$ cat config.mk
export PLATFORM = sky130hd
export DESIGN_NAME = return_addr_stack
export DESIGN_NICKNAME = d
export VERILOG_FILES = /design/src/rtl/return_addr_stack.sv
export SDC_FILE = /design/constraint.sdc
export NUM_CORES = 1
export LEC_CHECK = 0
export BUFFER_PORTS_ARGS = -buffer_cell sky130_fd_sc_hd__buf_4
export CAP_MARGIN = 20
export CORE_UTILIZATION = 40
export CTS_BUF_LIST = sky130_fd_sc_hd__clkbuf_16
export CTS_CLUSTER_DIAMETER = 40
export CTS_CLUSTER_SIZE = 28
export DETAILED_ROUTE_END_ITERATION = 7
export SYNTH_ARGS = -nofsm -noshare
export SYNTH_HDL_FRONTEND = slang
export SYNTH_SLANG_ARGS = --single-unit
$ cat constraint.sdc
create_clock -name clk -period 3.6 [get_ports clk]
set_input_delay 0.18 -clock clk [delete_from_list [all_inputs] [get_ports clk]]
set_output_delay 0.18 -clock clk [all_outputs]
set_load 0.1 [all_outputs]
$ cat src/rtl/return_addr_stack.sv
// Speculative return-address stack with a committed shadow copy.
// Predicted calls push fch_pc_r + RET_OFFSET. Predicted returns pop and supply the target.
// Writeback maintains the committed copy. Recovery reloads the speculative copy from it.
module return_addr_stack #(
    parameter int unsigned RAS_SIZE   = 3,
    parameter logic [2:0]  TYPE_CALL  = 3'd4,
    parameter logic [2:0]  TYPE_RET   = 3'd5,
    parameter logic [31:0] RET_OFFSET = 32'd4
) (
    input  logic                clk,
    input  logic                reset_n,
    input  logic                bpu_flush,
    input  logic                fch_valid_r,
    input  logic [31:0]         fch_pc_r,
    input  logic                bc_hit,
    input  logic [2:0]          bc_pred_type,
    input  logic                wrb_update_bpu,
    input  logic [31:0]         wrb_pc,
    input  logic [2:0]          wrb_branch_type,
    input  logic                wrb_restore,
    output logic                ras_pred_valid,
    output logic [31:0]         ras_pred_target,
    output logic [RAS_SIZE:0]   ras_count
);

    localparam int unsigned DEPTH  = 2 ** RAS_SIZE;
    localparam int unsigned PTR_W  = RAS_SIZE;
    localparam int unsigned CNT_W  = RAS_SIZE + 1;
    localparam int unsigned ADDR_W = 32;

    localparam logic [CNT_W-1:0] CNT_FULL = CNT_W'(DEPTH);
    localparam logic [CNT_W-1:0] CNT_ONE  = CNT_W'(1);
    localparam logic [PTR_W-1:0] PTR_ONE  = PTR_W'(1);

    // Speculative stack state
    logic [ADDR_W-1:0] spec_stack_q [DEPTH];
    logic [ADDR_W-1:0] spec_stack_d [DEPTH];
    logic [PTR_W-1:0]  spec_tos_q, spec_tos_d;
    logic [CNT_W-1:0]  spec_cnt_q, spec_cnt_d;

    // Committed stack state
    logic [ADDR_W-1:0] com_stack_q [DEPTH];
    logic [ADDR_W-1:0] com_stack_d [DEPTH];
    logic [PTR_W-1:0]  com_tos_q, com_tos_d;
    logic [CNT_W-1:0]  com_cnt_q, com_cnt_d;

    logic              f_call_c;
    logic              f_ret_c;
    logic              w_call_c;
    logic              w_ret_c;
    logic [PTR_W-1:0]  spec_push_tos_c;
    logic [PTR_W-1:0]  com_push_tos_c;
    logic [ADDR_W-1:0] spec_push_addr_c;
    logic [ADDR_W-1:0] com_push_addr_c;

    // Decode fetch-side prediction and writeback-side resolution
    always_comb begin
        f_call_c = fch_valid_r & bc_hit & (bc_pred_type == TYPE_CALL);
        f_ret_c  = fch_valid_r & bc_hit & (bc_pred_type == TYPE_RET);
        w_call_c = wrb_update_bpu & (wrb_branch_type == TYPE_CALL);
        w_ret_c  = wrb_update_bpu & (wrb_branch_type == TYPE_RET);
    end

    // Push slot and return address for each stack
    always_comb begin
        spec_push_tos_c  = spec_tos_q + PTR_ONE;
        com_push_tos_c   = com_tos_q + PTR_ONE;
        spec_push_addr_c = fch_pc_r + RET_OFFSET;
        com_push_addr_c  = wrb_pc + RET_OFFSET;
    end

    // Committed next state: flush wins over the writeback update.
    // A full push wraps and overwrites the oldest entry.
    always_comb begin
        com_stack_d = com_stack_q;
        com_tos_d   = com_tos_q;
        com_cnt_d   = com_cnt_q;
        if (bpu_flush) begin
            com_tos_d = '0;
            com_cnt_d = '0;
        end else if (w_call_c) begin
            com_tos_d                  = com_push_tos_c;
            com_stack_d[com_push_tos_c] = com_push_addr_c;
            com_cnt_d                  = (com_cnt_q == CNT_FULL) ? CNT_FULL : com_cnt_q + CNT_ONE;
        end else if (w_ret_c && (com_cnt_q != '0)) begin
            com_tos_d = com_tos_q - PTR_ONE;
            com_cnt_d = com_cnt_q - CNT_ONE;
        end
    end

    // Speculative next state: flush, then restore from committed next state, then push, then pop
    always_comb begin
        spec_stack_d = spec_stack_q;
        spec_tos_d   = spec_tos_q;
        spec_cnt_d   = spec_cnt_q;
        if (bpu_flush) begin
            spec_tos_d = '0;
            spec_cnt_d = '0;
        end else if (wrb_restore) begin
            spec_stack_d = com_stack_d;
            spec_tos_d   = com_tos_d;
            spec_cnt_d   = com_cnt_d;
        end else if (f_call_c) begin
            spec_tos_d                    = spec_push_tos_c;
            spec_stack_d[spec_push_tos_c] = spec_push_addr_c;
            spec_cnt_d                    = (spec_cnt_q == CNT_FULL) ? CNT_FULL : spec_cnt_q + CNT_ONE;
        end else if (f_ret_c && (spec_cnt_q != '0)) begin
            spec_tos_d = spec_tos_q - PTR_ONE;
            spec_cnt_d = spec_cnt_q - CNT_ONE;
        end
    end

    // State registers for both stacks
    always_ff @(posedge clk or negedge reset_n) begin
        if (!reset_n) begin
            for (int i = 0; i < DEPTH; i++) begin
                spec_stack_q[i] <= '0;
                com_stack_q[i]  <= '0;
            end
            spec_tos_q <= '0;
            spec_cnt_q <= '0;
            com_tos_q  <= '0;
            com_cnt_q  <= '0;
        end else begin
            for (int i = 0; i < DEPTH; i++) begin
                spec_stack_q[i] <= spec_stack_d[i];
                com_stack_q[i]  <= com_stack_d[i];
            end
            spec_tos_q <= spec_tos_d;
            spec_cnt_q <= spec_cnt_d;
            com_tos_q  <= com_tos_d;
            com_cnt_q  <= com_cnt_d;
        end
    end

    // Zero-latency prediction outputs
    always_comb begin
        ras_pred_valid  = f_ret_c & (spec_cnt_q != '0);
        ras_pred_target = spec_stack_q[spec_tos_q];
        ras_count       = spec_cnt_q;
    end

endmodule

==> results of run 1 <==
-- tightest hold or removal path, stage by stage --
cell and delay (ns):
buf_4 0.13, nor4_4 0.07, o211ai_1 0.17, o211ai_1 0.10
-- layout make-up --
| cell class | instances | area, um^2 |
|---|---|---|
| inverter | 136 | 510 |
| timing repair buffer | 226 | 1860 |
| clock buffer | 90 | 2250 |
| multi-input combinational | 1633 | 11900 |
| clock inverter | 76 | 878 |
| tap | 855 | 1070 |
| fill | 5921 | 33100 |
| sequential | 526 | 13200 |
-- cell families after synthesis --
logic type               synth area share [%]
adder cells (fa/ha/maj)                 0.477
XOR/XNOR                                 1.62
flip-flops                               50.1
AO/OA/AOI/OAI                            19.1
AND/OR/NAND/NOR                          14.6
multiplexers                             9.13
buffers and inverters                    4.91
-- power by group --
| part | switching (mW) | internal [mW] |
|---|---|---|
| Sequential | 0.220 | 6.40 |
| Combinational | 1.62 | 0.809 |
| Clock | 3.25 | 5.58 |
-- cells in the final DEF, fill, tap and decap left out, drive strengths merged, types with 80 or more instances in the layout --
master	Yosys	final
dfrtp	526	526
buf	54	217
nand2	214	214
nor2	186	186
inv	136	159
nand2b	120	120
o21ai	110	110
o31ai	105	105
a21oi	94	94
clkbuf	130	90
o221ai	88	88
mux2	80	80
-- sequential cells by signal (all words and copies together) (netlist names) --
name	flops
com_cnt_q	4
com_stack_q	256
com_tos_q	3
ras_count	4
spec_stack_q	256
spec_tos_q	3
-- layer usage --
metal / vias to the layer above / routed length (um) / GRT usage (%)
li1: 9457 / - / -
met1: 11400 / 39600 / 39.3
met2: 1202 / 42600 / 43.3
met3: 239 / 9430 / 7.10
met4: 0 / 3480 / 11.2
met5: - / 0 / 0
-- stage by stage --
step	hold slack [ns]	power, mW	util, %
after floorplan	-0.116	8.20	-
after global placement	0.360	9.04	43.9
after detailed placement	0.362	9.10	43.9
after CTS	0.0155	17.9	48.9
after global routing	0.0479	18.4	48.9
final	0.0463	17.9	48.9
-- final timing paths --
path | slack (ns) | to | cells past startpoint | from
min reg2reg | 0.48 | spec_stack_q[66] | 1 | spec_stack_q[66]
min | 0.05 | spec_stack_q[254] | 4 | wrb_pc[30]
max | 0.31 | ras_pred_target[11] | 5 | spec_tos_q[0]
max reg2reg | 0.63 | spec_stack_q[193] | 7 | com_tos_q[0]
max in group asynchronous | 2.32 | spec_stack_q[230] | 3 | reset_n
min in group asynchronous | 0.26 | spec_stack_q[67] | 2 | reset_n
==> flow_metrics.tcl, run 1 <==
set metrics [dict create \
    setup_slack_ns 0.309 \
    cts_max_path_buffers 3 \
    synth_nets 2566 \
    cts_root_buf "clkbuf_16" \
    crit_fanout 19 \
    drive_above_1_share_pct 20.9 \
    rsz0062_at_grt "no" \
    overflow 0 \
    dpl.cell_count 3367 \
    cts_resized 0 \
    track_usage_pct 28.5 \
    drt_iter0_drc 2488 \
    clk_pin_slew_ns 0.05 \
    dpl.hpwl_um 61800 \
    slew_headroom_pct 23.0 \
    grt_pass1_wl_um 142000 \
    vias 22300 \
    core_um2 64700 \
    pin_count 114 \
    tns_ns 0 \
    clock_sinks 526 \
    path_buf_inv 3 \
    rows 93 \
    power_leakage_nw 14.8 \
    antenna_left 0 \
    routedWlPerCell_um 26.9 \
    nNetsFinal 2699 \
    setup_viol 0 \
    dieArea_um2 66700 \
    cpMostUsedCell "buf_4" \
    holdBufCountCts 9 \
    max_clock_freq_mhz 304 \
    syn_avg_cell_area_um2 10.6 \
    drc_errors 0 \
    die_h_um 258 \
    routed_wl_um 95100 \
    die-width_um 258 \
    yosys_warnings 0 \
    status "complete, no violations" \
    skew_ns 0.0286 \
    grt_max_degree 117 \
    worstPathRequired_ns 3.42 \
    diodes 0 \
    irDropWorstVdd_mv 0.396 \
    grt_pass1_vias 21900 \
    cp_top_family "buffers and inverters" \
    synth_seq_cells 526 \
    async_reset_ff_share_pct 100 \
    start_util_pct 40.6 \
    synth_edf_count 0 \
    grt_antenna_before_repair 1 \
    drtPass1Iterations 6 \
    synth-main-ff-cell "dfrtp_1" \
    cts_buffers 89 \
    seq_area_frac_synth_pct 50.1 \
    tightest_slew_ns 1.15 \
    end_kind "output pin" \
    ys_types 79 \
    slew_viol_final 0 \
    postCtsSetupBuffers 0 \
    power_density_nw_per_um2 565 \
    fin_area_um2 31600 \
    dp_slack_ns 0.651 \
    vias_per_cell 6.30 \
    worstHoldPathType "in2reg" \
    final_cells 3542 \
    mappedNetlistArea_um2 26300 \
    gp_congestion 0.904 \
    synthTopCellsByCount "dfrtp_1 (526), nand2_1 (214), nor2_1 (186)" \
    crit_type "reg2out" \
    cp.arrival_ns 3.11 \
    syn_to_final_growth_pct 20.6 \
    synth_most_common_cell "dfrtp_1" \
    cp-start-kind "flip-flop" \
    clock_latency_ns 0.66 \
    fin_crit_sh_pct 91.4 \
    period_needed_ns 3.29 \
    place_area_um2 28400 \
    cpPeakStageDelay_ns 0.62 \
    hold_viol_final 0 \
    synthCells 2479 \
    synth_area_leaders "dfrtp_1 (50%), mux4_2 (5.5%), mux2_2 (3.3%)" \
    synth_top_area_share_pct 50.1 \
    cts_tree "done" \
    maxCapViolations 0 \
    io_buffers 113 \
    htreeDepth 3 \
    synth_top_area_cell "dfrtp_1" \
    crit_chain "buf_4 -> buf_4 -> mux4_2 -> mux2_2 -> buf_4" \
    worst_path_max_delay_cell "mux4_2" \
]
Power figures use the tool's default switching activity.
==> inputs of run 2 (changes only) <==
--- a/config.mk
+++ b/config.mk
@@ -7,6 +7,7 @@
 export LEC_CHECK = 0
 export BUFFER_PORTS_ARGS = -buffer_cell sky130_fd_sc_hd__buf_4
 export CAP_MARGIN = 20
+export CORE_MARGIN = 5
 export CORE_UTILIZATION = 40
 export CTS_BUF_LIST = sky130_fd_sc_hd__clkbuf_16
 export CTS_CLUSTER_DIAMETER = 40
==> run 2 against run 1 <==
  * Setup slack got worse by 0.10 ns
  * Largest cell class unchanged
  * Utilization decreased by 0.58 points
  * Flip-flop and latch count unchanged
  * Register-to-register slack got worse by 0.43 ns
  * Highest routed layer unchanged
==> flow_metrics.tcl, run 2 (synthesis gave the netlist of run 1 again) <==
set metrics [dict create \
    status "complete, no violations" \
    wl_met2_um 42700 \
    worst_path_max_delay_cell "or2_1" \
    crit_chain "buf_4 -> nor2_1 -> a41oi_1 -> or2_1 -> buf_4 -> a311oi_1 -> a21o_1" \
    track_usage_pct 26.5 \
    rows 94 \
    p_switching_mw 4.96 \
    drtPass1Iterations 6 \
    power.share.clock_pct 49.2 \
    final_cell_mix "dfrtp_1 (523), nand2_1 (212), buf_4 (210)" \
    rsz0062_at_grt "no" \
    cpMostUsedCell "buf_4" \
    wl_met3_um 9340 \
    end_kind "flip-flop" \
    cts_tree "done" \
    clk_pin_slew_ns 0.06 \
    core_um2 65400 \
    grt_pass1_wl_um 142000 \
    top_regs "com_stack_q (256), spec_stack_q (256)" \
    htreeDepth 3 \
    routedWlPerCell_um 27.0 \
    vias 22200 \
    die_h_um 266 \
    tns_ns 0 \
    power_density_nw_per_um2 564 \
    nNetsFinal 2700 \
    cts_buffers 86 \
    layout_commonest_cell "dfrtp_1" \
    top_layer "met4" \
    drive_above_1_share_pct 20.9 \
    cts_max_path_buffers 3 \
    skew_ns 0.0248 \
    slew_viol_final 0 \
    worstHoldPathType "in2reg" \
    cp.arrival_ns 3.90 \
    worst-r2r-cell-count 7 \
    drc_errors 0 \
    gp_congestion 0.921 \
    cp-start-kind "flip-flop" \
    max_clock_freq_mhz 295 \
    dp_slack_ns 0.327 \
    maxCapViolations 0 \
    fin_crit_sh_pct 94.3 \
    vias_per_cell 6.25 \
    drt_iter0_drc 2587 \
    pin_count 114 \
    clock_sinks 526 \
    internal-power_mw 12.9 \
    combPwrFrac_pct 13.6 \
    dpl.hpwl_um 62600 \
    slew_headroom_pct 23.0 \
    cpPeakStageDelay_ns 0.73 \
    io_buffers 113 \
    crit_type "reg2reg" \
    whs_ns 0.0579 \
    seqPwrFrac_pct 37.2 \
    whs_path_depth 4 \
    crit_fanout 35 \
    power_leakage_nw 14.7 \
    clock_latency_ns 0.64 \
    wl_met1_um 39700 \
    die-width_um 266 \
    setup_slack_ns 0.205 \
    syn_to_final_growth_pct 20.4 \
    overflow 0 \
    postCtsSetupBuffers 0 \
    cts_resized 0 \
    setup_viol 0 \
    irDropWorstVdd_mv 0.411 \
    grt_antenna_before_repair 2 \
    dieArea_um2 70800 \
    period_needed_ns 3.40 \
    routed_wl_um 95700 \
    cts_root_buf "clkbuf_16" \
    grt_max_degree 101 \
    tightest_slew_ns 1.15 \
    switching_share_pct 27.8 \
    start_util_pct 40.1 \
    grt_pass1_vias 22100 \
    antenna_left 0 \
    worstPathRequired_ns 4.11 \
    hold_viol_final 0 \
]
## run 2: cell types whose count changed in the layout (fill, tap and decap cells not counted), moves of 3 or more
| cell | change |
|---|---|
| buf_4 | +5 |
| bufinv_16 | +4 |
| clkinvlp_4 | +4 |
| inv_1 | -4 |
| inv_6 | -4 |
| inv_8 | -4 |
| clkbuf_16 | -3 |
## run 2: path summary, 6_finish.rpt
check | from | to | slack [ns]
worst max-delay path | spec_tos_q[0] | spec_stack_q[66] | 0.20
worst min-delay path | wrb_pc[29] | com_stack_q[253] | 0.06
worst max register to register | spec_tos_q[0] | spec_stack_q[66] | 0.20
worst min register to register | com_stack_q[130] | com_stack_q[130] | 0.47
max in group asynchronous | reset_n | com_stack_q[20] | 2.27
min in group asynchronous | reset_n | com_stack_q[97] | 0.17
## run 2: repair_timing
| item | in CTS | in global routing |
|---|---|---|
| endpoints found under the setup margin | 0 | 0 |
| hold endpoints to repair | 122 | 0 |
| hold buffers | 7 | 0 |
## run 2: power by group through the flow
stage | Sequential (mW) | Clock (mW) | Combinational (mW)
floorplan | 6.65 | 0 | 1.56
global placement | 6.70 | 0 | 2.34
detailed placement | 6.72 | 0 | 2.39
CTS | 6.62 | 8.84 | 2.41
global route | 6.67 | 9.11 | 2.58
finish | 6.63 | 8.77 | 2.42
## run 2: cell type report
| type | instances | area, um^2 |
|---|---|---|
| sequential | 526 | 13200 |
| timing repair buffer | 230 | 1890 |
| clock inverter | 68 | 867 |
| clock buffer | 87 | 2180 |
| tap | 864 | 1080 |
| antenna | 2 | 5.00 |
| multi-input combinational | 1633 | 11900 |
| fill | 5990 | 33800 |
| inverter | 136 | 510 |
## run 2: layer usage
layer / vias to the layer above / global-route usage (%)
met5: - / 0
met4: 0 / 10.6
met3: 250 / 7.19
met2: 1205 / 40.3
met1: 11200 / 36.3
li1: 9464 / -
## run 2: critical path, delay by kind of cell (launching register included)
kind	cells	cell delay, ns
flops	1	0.47
simple gates	2	0.97
compound gates	3	0.66
buf+inv	2	1.15
## run 2: stage by stage
step	instances	area, um^2	utilization [%]	power (mW)
floorplan	2479	26300	-	8.20
global placement	3381	28500	43.5	9.04
detailed placement	3382	28500	43.6	9.11
CTS	3544	31600	48.3	17.9
global route	3545	31600	48.3	18.4
finish	3546	31600	48.3	17.8
==> inputs of run 3 (changes only) <==
--- a/config.mk
+++ b/config.mk
@@ -13,6 +13,8 @@
 export CTS_CLUSTER_DIAMETER = 40
 export CTS_CLUSTER_SIZE = 28
 export DETAILED_ROUTE_END_ITERATION = 7
+export PLACE_DENSITY = 0.61
+export SKIP_LAST_GASP = 1
 export SYNTH_ARGS = -nofsm -noshare
 export SYNTH_HDL_FRONTEND = slang
 export SYNTH_SLANG_ARGS = --single-unit
==> run 3 against run 2 <==
  * Utilization is 0.13 points higher
  * Setup slack better by 0.14 ns
  * Clock power hardly changed
  * Wire length fell by 0.50%
  * Die area unchanged
  * Sequential power about the same
  * Register-to-register slack gained 0.21 ns
==> flow_metrics.tcl, run 3 (synthesis gave the netlist of run 1 again) <==
set metrics [dict create \
    core_um2 65400 \
    fin_area_um2 31700 \
    track_usage_pct 26.5 \
    postCtsSetupBuffers 0 \
    period_needed_ns 3.25 \
    grt_max_degree 109 \
    nNetsFinal 2709 \
    worstHoldPathType "in2reg" \
    pin_count 114 \
    dieArea_um2 70800 \
    fin_crit_sh_pct 90.3 \
    cts_root_buf "clkbuf_16" \
    rsz0062_at_grt "no" \
    p_switching_mw 5.11 \
    power_leakage_nw 14.8 \
    maxCapViolations 0 \
    layout_commonest_cell "dfrtp_1" \
    grt_antenna_before_repair 2 \
    worstPathRequired_ns 3.42 \
    drt_iter0_drc 2329 \
    dpl.hpwl_um 61900 \
    combPwrFrac_pct 13.5 \
    routed_wl_um 95200 \
    max_clock_freq_mhz 307 \
    setup_slack_ns 0.348 \
    slew_viol_final 0 \
    drtPass1Iterations 7 \
    tns_ns 0 \
    cp-start-kind "flip-flop" \
    cts_tree "done" \
    clock_latency_ns 0.64 \
    antenna_left 0 \
    power.share.clock_pct 49.2 \
    status "complete, no violations" \
    post-route-util_pct 48.5 \
    holdBufCountCts 6 \
    vias 22100 \
    clk_pin_slew_ns 0.06 \
    syn_to_final_growth_pct 20.7 \
    setup_viol 0 \
    wl_met2_um 42000 \
    hold_viol_final 0 \
    top_layer "met4" \
    seqPwrFrac_pct 37.2 \
    place_area_um2 28500 \
    routedWlPerCell_um 26.7 \
    cts_resized 0 \
    gp_congestion 0.903 \
    top_regs "com_stack_q (256), spec_stack_q (256)" \
    drc_errors 0 \
    wl_met3_um 10200 \
    die_h_um 266 \
    final_cell_mix "dfrtp_1 (523), buf_4 (217), nand2_1 (212)" \
    internal-power_mw 12.7 \
    io_buffers 113 \
    end_kind "output pin" \
    tightest_slew_ns 1.09 \
    start_util_pct 40.1 \
    vias_per_cell 6.20 \
    overflow 0 \
    cts_max_path_buffers 3 \
    cp.arrival_ns 3.07 \
    wl_met1_um 38800 \
    power_density_nw_per_um2 561 \
    irDropWorstVdd_mv 0.386 \
    dpl.cell_count 3387 \
    grt_pass1_vias 22100 \
    grt_pass1_wl_um 143000 \
    crit_type "reg2out" \
    switching_share_pct 28.7 \
    drive_above_1_share_pct 21.4 \
    final_cells 3564 \
    die-width_um 266 \
    clock_sinks 526 \
    slew_headroom_pct 26.9 \
    skew_ns 0.0250 \
    dp_slack_ns 0.579 \
    cts_buffers 90 \
    rows 94 \
    crit_fanout 42 \
    htreeDepth 3 \
]
## run 3: metrics by stage
step	total power, mW	hold slack, ns
3_5_place_dp	9.09	0.358
3_3_place_gp	9.03	0.354
5_1_grt	18.4	0.0425
4_1_cts	17.9	0.00645
2_1_floorplan	8.20	-0.116
6_report	17.8	0.0419
## run 3: area by class of cell
cell class	count	area [um^2]
antenna	2	5.00
clock buffer	92	2300
clock inverter	76	793
fill	5957	33700
inverter	136	510
multi-input combinational	1633	11900
sequential	526	13200
tap	864	1080
timing repair buffer	235	1920
## run 3: worst paths after layout
check / startpoint / endpoint / slack, ns / depth (start not counted)
min: wrb_pc[29] / com_stack_q[253] / 0.04 / 4
max: spec_tos_q[0] / ras_pred_target[24] / 0.35 / 4
max reg2reg: spec_tos_q[0] / spec_stack_q[220] / 0.41 / 8
max in group asynchronous: reset_n / com_stack_q[156] / 2.34 / 3
min in group asynchronous: reset_n / com_stack_q[65] / 0.25 / 2
min reg2reg: spec_stack_q[33] / spec_stack_q[33] / 0.48 / 2
## run 3: worst max-delay path, stage by stage (launching register included)
cell and delay, ns:
dfrtp_4 0.44, buf_4 0.79, mux4_2 0.62, mux2_2 0.32, buf_4 0.24
## run 3: power groups by stage
| stage | Combinational [mW] | Clock, mW | Sequential [mW] |
|---|---|---|---|
| 2_1_floorplan | 1.56 | 0 | 6.65 |
| 3_3_place_gp | 2.33 | 0 | 6.69 |
| 3_5_place_dp | 2.38 | 0 | 6.71 |
| 4_1_cts | 2.39 | 8.85 | 6.62 |
| 5_1_grt | 2.58 | 9.15 | 6.67 |
| 6_report | 2.41 | 8.76 | 6.63 |
## run 3: per-layer routing
layer | GRT usage, % | up-vias
met5 | 0 | -
met4 | 11.5 | 0
met3 | 6.90 | 249
met2 | 39.5 | 1214
met1 | 36.6 | 11100
li1 | - | 9488
